File: src/rtl/audio_sample_fifo_pkg.sv
// Shared types and defaults for the audio sample rate-adapting FIFO.
// Holds the stereo entry layout, playback states and small helpers.
package audio_sample_fifo_pkg;

  localparam int unsigned PCM_W               = 16;
  localparam int unsigned DEFAULT_CLK_FREQ    = 25_000_000;
  localparam int unsigned DEFAULT_SAMPLE_FREQ = 44_100;

  typedef struct packed {
    logic [PCM_W-1:0] l;
    logic [PCM_W-1:0] r;
  } stereo_t;

  typedef enum logic {
    ST_FILLING = 1'b0,
    ST_PLAYING = 1'b1
  } play_state_e;

  function automatic logic [7:0] sat_inc8(input logic [7:0] v);
    return (v == 8'hFF) ? v : v + 8'd1;
  endfunction

endpackage

File: src/rtl/audio_fifo_sync.sv
// Generic single-clock FIFO with registered read data and occupancy output.
// Pointers carry one extra wrap bit so full and empty are distinguishable.
module audio_fifo_sync #(
  parameter int WIDTH      = 32,
  parameter int DEPTH_LOG2 = 3
) (
  input  logic                  clk,
  input  logic                  reset,
  input  logic                  wr_en,
  input  logic [WIDTH-1:0]      wr_data,
  input  logic                  rd_en,
  output logic [WIDTH-1:0]      rd_data,
  output logic                  full,
  output logic                  empty,
  output logic [DEPTH_LOG2:0]   level
);

  localparam int DEPTH = 2 ** DEPTH_LOG2;
  localparam logic [DEPTH_LOG2:0] PTR_ONE  = {{DEPTH_LOG2{1'b0}}, 1'b1};
  localparam logic [DEPTH_LOG2:0] FULL_XOR = {1'b1, {DEPTH_LOG2{1'b0}}};

  logic [DEPTH_LOG2:0] wptr_q, wptr_d;
  logic [DEPTH_LOG2:0] rptr_q, rptr_d;
  logic [WIDTH-1:0]    rd_data_q, rd_data_d;
  logic [WIDTH-1:0]    mem_q [DEPTH];

  always_comb begin
    wptr_d    = wptr_q;
    rptr_d    = rptr_q;
    rd_data_d = rd_data_q;
    if (wr_en) wptr_d = wptr_q + PTR_ONE;
    // Read data is registered: a pop presents the entry on the following cycle.
    if (rd_en) begin
      rptr_d    = rptr_q + PTR_ONE;
      rd_data_d = mem_q[rptr_q[DEPTH_LOG2-1:0]];
    end
  end

  always_ff @(posedge clk) begin
    if (reset) begin
      wptr_q    <= '0;
      rptr_q    <= '0;
      rd_data_q <= '0;
    end else begin
      wptr_q    <= wptr_d;
      rptr_q    <= rptr_d;
      rd_data_q <= rd_data_d;
    end
  end

  always_ff @(posedge clk) begin
    if (wr_en) mem_q[wptr_q[DEPTH_LOG2-1:0]] <= wr_data;
  end

  assign rd_data = rd_data_q;
  assign full    = (wptr_q ^ rptr_q) == FULL_XOR;
  assign empty   = (wptr_q == rptr_q);
  assign level   = wptr_q - rptr_q;

endmodule

File: src/rtl/audio_sample_fifo.sv
// Rate-adapts bursty stereo PCM to a steady SAMPLE_FREQ stream using a
// fractional tick generator, a prefill/underrun FSM and a small FIFO.
module audio_sample_fifo
  import audio_sample_fifo_pkg::*;
#(
  parameter int unsigned CLK_FREQ    = DEFAULT_CLK_FREQ,
  parameter int unsigned SAMPLE_FREQ = DEFAULT_SAMPLE_FREQ,
  parameter int          DEPTH_LOG2  = 3,
  parameter int          PREFILL     = 4
) (
  input  logic                  clk,
  input  logic                  reset,
  input  logic [15:0]           in_l,
  input  logic [15:0]           in_r,
  input  logic                  in_valid,
  output logic [15:0]           out_l,
  output logic [15:0]           out_r,
  output logic                  out_valid,
  output logic [DEPTH_LOG2:0]   level,
  output logic                  playing,
  output logic [7:0]            underrun_count,
  output logic [7:0]            overflow_count
);

  localparam int LW = DEPTH_LOG2 + 1;
  localparam logic [LW-1:0] PREFILL_L = LW'(PREFILL);
  localparam logic [32:0]   SF_33     = 33'(SAMPLE_FREQ);
  localparam logic [32:0]   CF_33     = 33'(CLK_FREQ);

  logic [31:0]  acc_q, acc_d;
  logic [32:0]  sum;
  logic         tick;
  play_state_e  state_q, state_d;
  logic [7:0]   underrun_q, underrun_d;
  logic [7:0]   overflow_q, overflow_d;
  logic         out_valid_q, out_valid_d;

  logic         pop, push;
  logic         fifo_full, fifo_empty;
  logic [LW-1:0] fifo_level;
  stereo_t      wr_sample, rd_sample;

  assign wr_sample = '{l: in_l, r: in_r};

  // Input has no ready: in_valid is a one-cycle strobe that is either stored
  // or dropped (and counted); a same-cycle pop frees room for it when full.
  always_comb begin
    sum         = {1'b0, acc_q} + SF_33;
    tick        = (sum >= CF_33);
    acc_d       = tick ? 32'(sum - CF_33) : sum[31:0];
    pop         = (state_q == ST_PLAYING) && tick && !fifo_empty;
    push        = in_valid && (!fifo_full || pop);
    state_d     = state_q;
    underrun_d  = underrun_q;
    overflow_d  = overflow_q;
    out_valid_d = tick;
    if (in_valid && fifo_full && !pop) overflow_d = sat_inc8(overflow_q);
    case (state_q)
      ST_FILLING: if (fifo_level >= PREFILL_L) state_d = ST_PLAYING;
      ST_PLAYING: begin
        if (tick && fifo_empty) begin
          underrun_d = sat_inc8(underrun_q);
          state_d    = ST_FILLING;
        end
      end
      default: state_d = ST_FILLING;
    endcase
  end

  always_ff @(posedge clk) begin
    if (reset) begin
      acc_q       <= '0;
      state_q     <= ST_FILLING;
      underrun_q  <= '0;
      overflow_q  <= '0;
      out_valid_q <= 1'b0;
    end else begin
      acc_q       <= acc_d;
      state_q     <= state_d;
      underrun_q  <= underrun_d;
      overflow_q  <= overflow_d;
      out_valid_q <= out_valid_d;
    end
  end

  // The FIFO read register doubles as the output sample register: it only
  // changes on a pop, so the output holds while filling or underrunning.
  audio_fifo_sync #(
    .WIDTH      ($bits(stereo_t)),
    .DEPTH_LOG2 (DEPTH_LOG2)
  ) u_fifo (
    .clk     (clk),
    .reset   (reset),
    .wr_en   (push),
    .wr_data (wr_sample),
    .rd_en   (pop),
    .rd_data (rd_sample),
    .full    (fifo_full),
    .empty   (fifo_empty),
    .level   (fifo_level)
  );

  assign out_l          = rd_sample.l;
  assign out_r          = rd_sample.r;
  assign out_valid      = out_valid_q;
  assign level          = fifo_level;
  assign playing        = (state_q == ST_PLAYING);
  assign underrun_count = underrun_q;
  assign overflow_count = overflow_q;

endmodule
File: config.mk
export PLATFORM = sky130hd
export DESIGN_NAME = audio_sample_fifo
export DESIGN_NICKNAME = d
export VERILOG_FILES = /design/src/rtl/audio_sample_fifo_pkg.sv /design/src/rtl/audio_fifo_sync.sv /design/src/rtl/audio_sample_fifo.sv
export SDC_FILE = /design/constraint.sdc
export NUM_CORES = 1
export LEC_CHECK = 0
export ABC_AREA = 1
export BUFFER_PORTS_ARGS = -buffer_cell sky130_fd_sc_hd__buf_2
export CAP_MARGIN = 0
export CELL_PAD_IN_SITES_DETAIL_PLACEMENT = 1
export CELL_PAD_IN_SITES_GLOBAL_PLACEMENT = 2
export CORE_MARGIN = 5
export CORE_UTILIZATION = 42
export DETAILED_ROUTE_END_ITERATION = 6
export GPL_TIMING_DRIVEN = 0
export HOLD_SLACK_MARGIN = 0.1
export MAX_ROUTING_LAYER = met4
export PLACE_DENSITY_LB_ADDON = 0.1
export SYNTH_ARGS = -nofsm -noshare
export SYNTH_HDL_FRONTEND = slang
export SYNTH_SLANG_ARGS = --single-unit
File: constraint.sdc
create_clock -name clk -period 13.1 [get_ports clk]
set_clock_uncertainty 0.2 [all_clocks]
set_input_delay 0 -clock clk [delete_from_list [all_inputs] [get_ports clk]]
set_output_delay 0 -clock clk [all_outputs]
set_load 0.02 [all_outputs]
==> results of run 1 <==
[how the worst min path moves through the flow]
stage,end,depth (start not counted)
floorplan,u_fifo.mem_q[0][0],0
global placement,u_fifo.mem_q[2][22],1
detailed placement,u_fifo.mem_q[3][2],1
CTS,u_fifo.mem_q[4][7],2
global route,u_fifo.mem_q[3][9],2
finish,u_fifo.wptr_q[2],4
[kinds of logic after synthesis]
kind of cell	count (synthesis)	synth area share
fa+ha+maj	11	0.00961
simple gates	631	0.176
xor+xnor	21	0.0122
compound gates	354	0.129
buf+inv	176	0.0471
flops	344	0.626
[flip-flops by register name, summed over array words and instances (netlist names)]
register and flops:
u_fifo.rd_data 32, acc_q 30, overflow_count 8, out_valid 1
u_fifo.rptr_q 4, underrun_count 8, playing 1, u_fifo.mem_q 256
u_fifo.wptr_q 4
[cell usage after synthesis, drive strengths merged]
cell,n
ha,10
fa,1
a31oi,1
clkinv,1
buf,14
inv,104
and2,2
dfxtp,88
nor3b,1
a41oi,1
a21oi,69
nand3,86
nand4,15
o31ai,1
o21ai,213
a21boi,2
o221ai,32
and3,2
nor4,1
xnor2,7
o21bai,1
clkbuf,57
nor2,245
o21a,1
or2,2
o22ai,32
o211ai,1
nand2,262
nand3b,3
edfxtp,256
xor2,14
nor3,12
[cell type report]
type,count,area [um2],share of cell area
Clock buffer,54,1040,0.0570
Sequential cell,344,9450,0.518
Clock inverter,16,186,0.0102
Antenna cell,2,5.00,0.000274
Multi-Input combinational cell,1017,5000,0.274
Timing Repair Buffer,161,1290,0.0709
Tap cell,461,577,0.0316
Inverter,105,397,0.0217
Buffer,71,314,0.0172
[power breakdown]
part	switching [W]	internal, W
sequential	0.0000807	0.00127
combinational	0.000794	0.000317
clock	0.000453	0.000604
[per-layer routing]
| metal | vias to the layer above | share of wire | track usage |
|---|---|---|---|
| met4 | 0 | 0.025 | 0.0697 |
| li1 | 5779 | - | - |
| met5 | - | 0 | - |
| met1 | 6056 | 0.43 | 0.308 |
| met2 | 267 | 0.51 | 0.432 |
| met3 | 85 | 0.036 | 0.0329 |
[timing repair]
action	in CTS	in global routing
setup buffers	0	0
endpoints found under the hold margin	335	0
hold buffers	66	0
[worst max-delay path: cells and delay by family (launching register included)]
family | cells | cell delay (ns)
AND/OR/NAND/NOR | 8 | 1.56
flip-flops | 1 | 0.43
adder cells (fa/ha/maj) | 1 | 0.39
buffers and inverters | 7 | 1.81
[per-stage QoR]
stage / util / area [um2] / hold WS, ns / cells / power (W)
after CTS: 0.513 / 18300 / 0.101 / 2229 / 0.00354
after global routing: 0.513 / 18300 / 0.133 / 2231 / 0.00372
after floorplan: - / 15100 / -0.101 / 1537 / 0.00205
final: 0.513 / 18300 / 0.126 / 2231 / 0.00351
after global placement: 0.453 / 16100 / 0.0686 / 2085 / 0.00243
after detailed placement: 0.460 / 16400 / 0.0744 / 2093 / 0.00246
==> impl_results.md, run 1 <==
* Input/output buffers at 87
* Share of cells above drive strength 1 at 0.117
* Vias in the first global route at 12,904
* Pre-CTS setup slack at 8.32 ns
* Syn Inst Count at 1,537
* Commonest non-fill, non-tap cell in the layout: edfxtp_1
* Crit-path most repeated cell: inv_1
* Worst slew margin at 0.420
* Critical path arrival at 4.79 ns
* Initial detailed-routing violation count at 689
* Kind of critical path: flip-flop to flip-flop
* P per Cell Area at 192 nW/um2
* Mean post-synth cell area at 9.82 um2
* First-pass GRT wire length at 73,900 um
* Max cap viols at 0
* WP data required at 13.17 ns
* Critical path endpoint: u_fifo.mem_q[4][20]
* CTS tree: built
* Largest net degree at the start of global routing at 23
* CP Capture Type: flip-flop
* Max-slew violation count at 0
* P_leak at 6.90 nW
* Slowest cell on the critical path: nor2_4
* Worst Setup Start Kind: flip-flop
* Run status: completed
* Final Hold Violating Endpoints at 0
* CP Cell Sequence: clkbuf_1 > clkbuf_1 > inv_1 > ha_1 > inv_1 > nor3_1 > inv_1 > nor2_1 > nor2_1 > nand2_4 > nand2_2 > nand2_1 > inv_2 > nand2_1 > nor2_4 > buf_16
* Synthesis-to-finish area growth at 21.0%
* Cell Rows at 69
* DRT Pass-1 Iters at 5
* PnR worst setup slack at 8.38 ns
* Initial antenna violation count at 2
* H-tree depth at 2
* Top-area cell type share of the netlist area at 0.509
* Post-Syn Nets at 1,583
* Clk_lat worst skew at 0.57 ns
* R2r startpoint: u_fifo.rptr_q[2]
* Initial Utilization at 0.424
* Most frequent cells in the layout: edfxtp_1, nand2_1, nor2_1, o21ai_0, inv_1
* Post-Route WL at 47,800 um
* Setup crit start: u_fifo.rptr_q[2]
* Total CTS buffers at 38
* Final worst-path cycle share at 0.360
* Clock root buffer: clkbuf_16
* DIE AREA at 39,800 um2
* Final setup fails at 0
* Filler cells at 4,015
* Final worst path period need at 4.72 ns
* Worst reg-to-reg path cell count at 16
* Sequential area share after synthesis at 0.626
* Fmax at 212 MHz
* DR WL/cell at 21.4 um
* Worst hold path class: input port to flip-flop
* Clk buf depth at 3
* #FFs+latches synth at 344
* Fin nets at 1,784
* VDD IR-drop max at 129 uV
* Post-Syn Area at 15,100 um2
* Sink Count at 344
* DPL Wire Length at 33,000 um
* CP max FO at 18
* Unrepaired setup endpoints after global routing: false
* Die height at 200 um
* Netlist cell types at 45
* Main area contributors after synthesis: edfxtp_1, dfxtp_1, o21ai_0, nand2_1, nor2_1
* Gpl congestion at 0.847
* Measured slew at the worst slew-check pin at 0.866 ns
* Yosys top cell by area: edfxtp_1
* Top Ports at 89
* Drt drc at 0
* Die W at 200 um
* Setup_tns at 0 ns
* GRT Residual Overflow at 0
* R2R Path End: u_fifo.mem_q[4][20]
* Hold path start: in_valid
* Slowest stage delay, CP at 0.58 ns
* DR vias/cell at 5.46
* Detail Route Antenna Nets at 0
* Total GRT Usage at 0.249
* Post-cts resize count at 0
* Clock transition at path regs at 0.06 ns
* Core outline area at 35,600 um2
* Vias at 12,187
* R2R Setup Slk at 8.38 ns
* YS warnings at 0
No activity file was read; power rests on OpenSTA's default activity.
==> run 2, diff against run 1 <==
--- a/config.mk
+++ b/config.mk
@@ -11,7 +11,7 @@
 export CELL_PAD_IN_SITES_DETAIL_PLACEMENT = 1
 export CELL_PAD_IN_SITES_GLOBAL_PLACEMENT = 2
 export CORE_MARGIN = 5
-export CORE_UTILIZATION = 42
+export CORE_UTILIZATION = 39
 export DETAILED_ROUTE_END_ITERATION = 6
 export GPL_TIMING_DRIVEN = 0
 export HOLD_SLACK_MARGIN = 0.1
==> constraint.sdc (replaced) <==
create_clock -name clk -period 4.92 [get_ports clk]
set_clock_uncertainty 0.2 [all_clocks]
set_input_delay 0 -clock clk [delete_from_list [all_inputs] [get_ports clk]]
set_output_delay 0 -clock clk [all_outputs]
set_load 0.02 [all_outputs]
==> run 2 against run 1 <==
Wire length grew 1.4%; worst hold slack improved by 0.017 ns; largest power group unchanged; total power rose to 2.7 times the previous value; sequential cell count unchanged; sequential power grew to 2.7 times the previous value; count of clock-buffer cells in the layout decreased by 5; via count down 0.32%; combinational power rose to 2.7 times the previous value; die area grew 7.3%; cell count grew 2.7%.
==> impl_results.md, run 2 (synthesized netlist as in run 1, its figures left out) <==
* Run status: completed
* Clock transition at path regs at 0.06 ns (about the same)
* Final Hold Violating Endpoints at 0 (unchanged)
* Initial antenna violation count at 2 (unchanged)
* Detail Route Antenna Nets at 0 (unchanged)
* Initial Utilization at 0.392 (-0.0320)
* Clock root buffer: clkbuf_16
* CP max FO at 19 (+1)
* Fmax at 217 MHz (+2.5%)
* P per Cell Area at 517 nW/um2 (+170%)
* DR vias/cell at 5.30 (-2.9%)
* First-pass GRT wire length at 74,000 um (+0.12%)
* DR WL/cell at 21.2 um (-1.2%)
* Pwr Total at 0.00951 W (+170%)
* CP Capture Type: flip-flop
* Critical path arrival at 4.66 ns (-0.13 ns)
* DPL Wire Length at 33,100 um (+0.31%)
* GRT Residual Overflow at 0 (unchanged)
* R2r startpoint: acc_q[2]
* Share of cells above drive strength 1 at 0.120 (+0.00319)
* Commonest non-fill, non-tap cell in the layout: edfxtp_1
* DRT Pass-1 Iters at 5 (unchanged)
* Kind of critical path: flip-flop to flip-flop
* Most frequent cells in the layout: edfxtp_1, nand2_1, nor2_1, o21ai_0, inv_1
* Initial detailed-routing violation count at 703 (+2.0%)
* Post-Route WL at 48,500 um (+1.4%)
* WP data required at 4.98 ns (-8.19 ns)
* Final worst-path cycle share at 0.936 (+0.576)
* Max-slew violation count at 0 (unchanged)
* Largest net degree at the start of global routing at 24 (+4.3%)
* Max reg flops at 256 (unchanged)
* Worst hold margin at 0.144 ns (+0.0174 ns)
* P_leak at 6.95 nW (+0.74%)
* Worst Setup Start Kind: flip-flop
* Drt drc at 0 (unchanged)
* Cell Rows at 72 (+4.3%)
* VDD IR-drop max at 342 uV (+160%)
* H-tree depth at 2 (unchanged)
* Final setup fails at 0 (unchanged)
* Total CTS buffers at 39 (+2.6%)
* Sink Count at 344 (unchanged)
* Clk_lat worst skew at 0.57 ns (about the same)
* Synthesis-to-finish area growth at 21.8%
* Non-filler cells in the finished layout at 2,291 (+2.7%)
* Gpl congestion at 0.838 (-1.1%)
* Setup crit start: acc_q[2]
* Fin nets at 1,786 (+0.11%)
* Core outline area at 38,500 um2 (+8.1%)
* Measured slew at the worst slew-check pin at 0.806 ns (-0.0601 ns)
* Hold path start: in_valid
* Input/output buffers at 87 (unchanged)
* Total GRT Usage at 0.234 (-0.0149)
* Max cap viols at 0 (unchanged)
* DIE AREA at 42,700 um2 (+7.3%)
* Vias at 12,148 (-0.32%)
* Die W at 207 um (+3.6%)
* Dpl cells at 2,150 (+2.7%)
* Worst slew margin at 0.460 (+0.0403)
* Unrepaired setup endpoints after global routing: false
* Clk buf depth at 3 (unchanged)
* Final worst path period need at 4.61 ns (-0.116 ns)
* Pre-CTS setup slack at 0.0232 ns (-8.30 ns)
* PnR worst setup slack at 0.313 ns (-8.06 ns)
* CTS tree: built
* Die height at 207 um (+3.6%)
* Top Ports at 89 (unchanged)
* Worst hold path class: input port to flip-flop
* Vias in the first global route at 12,643 (-2.0%)
## run 2: final timing paths
kind,endpoint,slack (ns),depth (start not counted)
worst max-delay path,u_fifo.mem_q[4][20],0.31,20
worst max register to register,u_fifo.mem_q[4][20],0.31,20
worst min-delay path,u_fifo.wptr_q[2],0.14,4
worst min register to register,acc_q[2],0.25,1
## run 2: cell type report
class	count	area [um2]
tap	518	648
sequential	344	9450
multi-input combinational	1017	5000
clock buffer	49	1030
buffer	71	315
fill	4352	20100
antenna	2	5.00
inverter	105	397
timing repair buffer	162	1300
clock inverter	23	249
## run 2: repair_timing
| item | in CTS | in global routing |
|---|---|---|
| hold buffers | 66 | 0 |
| endpoints found under the hold margin | 324 | 0 |
| setup buffers | 0 | 1 |
| endpoints found under the setup margin | 0 | 104 |
| gates resized for setup | 0 | 2 |
## run 2: per-stage QoR
stage | instance area (um2) | setup TNS, ns | utilization
4_1_cts | 18400 | 0 | 0.477
3_5_place_dp | 16400 | 0 | 0.427
6_report | 18400 | 0 | 0.478
3_3_place_gp | 16200 | -420.75 | 0.421
2_1_floorplan | 15100 | 0 | -
5_1_grt | 18400 | 0 | 0.478
## run 2: critical path, cell delays in order, from the launching register on
cell	delay [ns]
dfxtp_1	0.35
ha_1	0.20
nand3_1	0.11
nand2_1	0.09
nand2_1	0.09
nor2_1	0.43
nand2_1	0.21
nand3_1	0.14
nand2_1	0.13
nor2_2	0.29
nand2_1	0.11
nor2_1	0.11
nand3_1	0.09
nand3_2	0.17
nand2_4	0.12
nand2_2	0.12
nand2_1	0.15
inv_2	0.11
nand2_1	0.24
nor2_4	0.56
buf_12	0.26
## run 2: report_power, final
group          internal [W]  switching (W)
sequential          0.00337       0.000213
combinational      0.000844        0.00213
clock               0.00172        0.00123
## run 2: per-layer routing
layer	wire length, um	share of wire	up-vias	track usage
met4	1800	0.037	0	0.0890
met1	20500	0.42	5983	0.282
met3	1810	0.037	110	0.0303
met2	24400	0.50	268	0.405
li1	-	-	5787	-
met5	0	0	-	-
==> run 3, diff against run 2 <==
--- a/config.mk
+++ b/config.mk
@@ -5,13 +5,13 @@
 export SDC_FILE = /design/constraint.sdc
 export NUM_CORES = 1
 export LEC_CHECK = 0
-export ABC_AREA = 1
 export BUFFER_PORTS_ARGS = -buffer_cell sky130_fd_sc_hd__buf_2
 export CAP_MARGIN = 0
 export CELL_PAD_IN_SITES_DETAIL_PLACEMENT = 1
 export CELL_PAD_IN_SITES_GLOBAL_PLACEMENT = 2
+export CORE_ASPECT_RATIO = 0.75
 export CORE_MARGIN = 5
-export CORE_UTILIZATION = 39
+export CORE_UTILIZATION = 44
 export DETAILED_ROUTE_END_ITERATION = 6
 export GPL_TIMING_DRIVEN = 0
 export HOLD_SLACK_MARGIN = 0.1
==> run 3 against run 2 <==
First-iteration DRC count fell by 13%; sequential power fell by 4%; cell count decreased by 26%; count of clock-buffer cells in the layout up 4; critical path depth fell by 6; via count fell by 21%.
==> impl_results.md, run 3 <==
* YS warnings at 0 (unchanged)
* Initial Utilization at 0.445 (+0.0526)
* Post-Route WL at 40,100 um (-17%)
* Netlist cell types at 79 (+76%)
* Cell Rows at 58 (-19%)
* P per Cell Area at 441 nW/um2 (-15%)
* Max cap viols at 0 (unchanged)
* Clock root buffer: clkbuf_16
* CTS tree: built
* Share of cells above drive strength 1 at 0.267 (+0.147)
* Final worst-path cycle share at 0.957 (+0.0206)
* Largest net degree at the start of global routing at 24 (unchanged)
* Sink Count at 344 (unchanged)
* Fmax at 212 MHz (-2.2%)
* Initial detailed-routing violation count at 609 (-13%)
* Gpl congestion at 0.763 (-8.9%)
* Mean post-synth cell area at 14.7 um2 (+49%)
* Measured slew at the worst slew-check pin at 1.19 ns (+0.385 ns)
* WP data required at 4.94 ns (-0.04 ns)
* VDD IR-drop max at 235 uV (-31%)
* Initial antenna violation count at 2 (unchanged)
* Post-Syn Nets at 1,062 (-33%)
* Worst slew margin at 0.206 (-0.254)
* Top FF cell, synth: edfxtp_1
* Final worst path period need at 4.71 ns (+0.101 ns)
* Core outline area at 33,500 um2 (-13%)
* Synthesis-to-finish area growth at 22.1%
* Die W at 222 um (+7.6%)
* Post-Syn Area at 14,900 um2 (-1.4%)
* Pwr Total at 0.00802 W (-16%)
* Filler cells at 3,272 (-25%)
* Post-synth EDFFs at 256 (unchanged)
* Sequential area share after synthesis at 0.635 (+0.00879)
* Post-synth top cells: edfxtp_1, dfxtp_1, nand2_1
* Ys async rst share at 0 (unchanged)
* Vias at 9,579 (-21%)
* Worst Setup Start Kind: flip-flop
* Final Hold Violating Endpoints at 0 (unchanged)
* DPL Wire Length at 27,200 um (-18%)
* Run status: completed
* Commonest non-fill, non-tap cell in the layout: edfxtp_1
* Register area at 9450 um2 (about the same)
* GRT Residual Overflow at 0 (unchanged)
* Syn Inst Count at 1,016 (-34%)
* Vias in the first global route at 9,993 (-21%)
* Kind of critical path: flip-flop to flip-flop
* Total CTS buffers at 37 (-5.1%)
* First-pass GRT wire length at 62,000 um (-16%)
* Detail Route Antenna Nets at 0 (unchanged)
* Input/output buffers at 88 (+1.1%)
* Final setup fails at 0 (unchanged)
* Total GRT Usage at 0.220 (-0.0147)
* Most frequent cells in the layout: edfxtp_1, buf_2, nand2_1, dfxtp_1, nor2_1
* Die height at 169 um (-18%)
* Clk buf depth at 3 (unchanged)
* Drt drc at 0 (unchanged)
* Clock transition at path regs at 0.07 ns (about the same)
* Fin nets at 1,271 (-29%)
* Clk_lat worst skew at 0.53 ns (-0.04 ns)
* P_leak at 6.15 nW (-12%)
* H-tree depth at 2 (unchanged)
* Max reg flops at 256 (unchanged)
* Main area contributors after synthesis: edfxtp_1, dfxtp_1, mux4_2, a311oi_2, nand2_1
* Worst hold path class: input port to flip-flop
* #FFs+latches synth at 344 (unchanged)
* Area occupied by multi-input gates at 5210 um2 (+4.3%)
* Count leader, synth: edfxtp_1
* CP max FO at 12 (-7)
* Top-area cell type share of the netlist area at 0.516 (+0.00715)
* DR WL/cell at 23.6 um (+11%)
* CP Capture Type: flip-flop
* DR vias/cell at 5.62 (+6.0%)
* Critical path arrival at 4.73 ns (+0.07 ns)
* Max-slew violation count at 0 (unchanged)
* DRT Pass-1 Iters at 5 (unchanged)
* Yosys top cell by area: edfxtp_1
* Top Ports at 89 (unchanged)
* DIE AREA at 37,700 um2 (-12%)
* Worst hold margin at 0.110 ns (-0.0338 ns)
==> run 3: cells by family (layout without fill, tap and decap cells) <==
logic type,count (synthesis),in the layout,share of synthesized area
DFF,344,344,0.635
AOI/OAI and AO/OA,160,160,0.0946
buffers and inverters,78,314,0.0271
and+or+nand+nor,296,296,0.0987
muxes,73,73,0.103
other,0,2,0
adders and majority gates,11,11,0.00975
xor gates and xnor gates,54,54,0.0318
==> run 3: power breakdown <==
part	internal, W	switching [W]	total, W
combinational	0.000745	0.00111	0.00185
clock	0.00161	0.00113	0.00274
sequential	0.00330	0.000131	0.00343
total	0.00565	0.00237	0.00802
==> run 3: layout make-up <==
type | instances | share of cell area
timing repair buffer | 170 | 0.0752
multi-input combinational | 594 | 0.287
buffer | 62 | 0.0192
clock inverter | 13 | 0.00805
sequential | 344 | 0.520
antenna | 2 | 0.000275
clock buffer | 53 | 0.0564
inverter | 16 | 0.00330
tap | 450 | 0.0310
==> run 3: critical path: stages (launching register included) <==
cell and delay, ns:
dfxtp_2 0.38, ha_2 0.25, a31o_2 0.31, and2_1 0.19, o22ai_1 0.42, nor4b_2 0.39, nand4_1 0.25, a211o_2 0.49
a21oi_2 0.20, buf_4 0.21, o21ai_1 0.20, nor4_4 0.26, buf_6 0.23, buf_6 0.20, buf_6 0.20
==> run 3: timing repair <==
action                     4_1_cts  5_1_grt
hold endpoints to repair       315        0
hold buffers                    56        0
pin swaps                        4        1
setup endpoints to repair      202      207
setup buffers                    4        3
gates resized for setup         10       16
==> run 3: worst paths after layout <==
kind | start | to | slack [ns] | cells after the start
max | acc_q[2] | u_fifo.mem_q[0][3] | 0.21 | 14
min | in_l[4] | u_fifo.mem_q[7][20] | 0.11 | 2
max reg2reg | acc_q[2] | u_fifo.mem_q[0][3] | 0.21 | 14
min reg2reg | u_fifo.rd_data[26] | u_fifo.rd_data[26] | 0.32 | 2
==> run 3: through the flow <==
step / cells / setup TNS, ns / instance area [um2] / util / setup WS [ns]
finish: 1704 / 0 / 18200 / 0.543 / 0.212
global route: 1704 / -0.0998 / 18200 / 0.543 / -0.0131
CTS: 1699 / 0 / 18100 / 0.540 / 0.00435
detailed placement: 1573 / -47.61 / 16200 / 0.485 / -0.622
global placement: 1554 / -631.00 / 15900 / 0.476 / -3.77
floorplan: 1016 / -66.52 / 14900 / - / -0.541
==> run 3: per-layer routing <==
layer,vias to the layer above,GRT usage,wire length (um),share of wire
met4,0,0.0381,530,0.013
met5,-,-,0,0
li1,4372,-,-,-
met1,4941,0.328,19700,0.49
met3,42,0.0341,1940,0.048
met2,224,0.328,18000,0.45
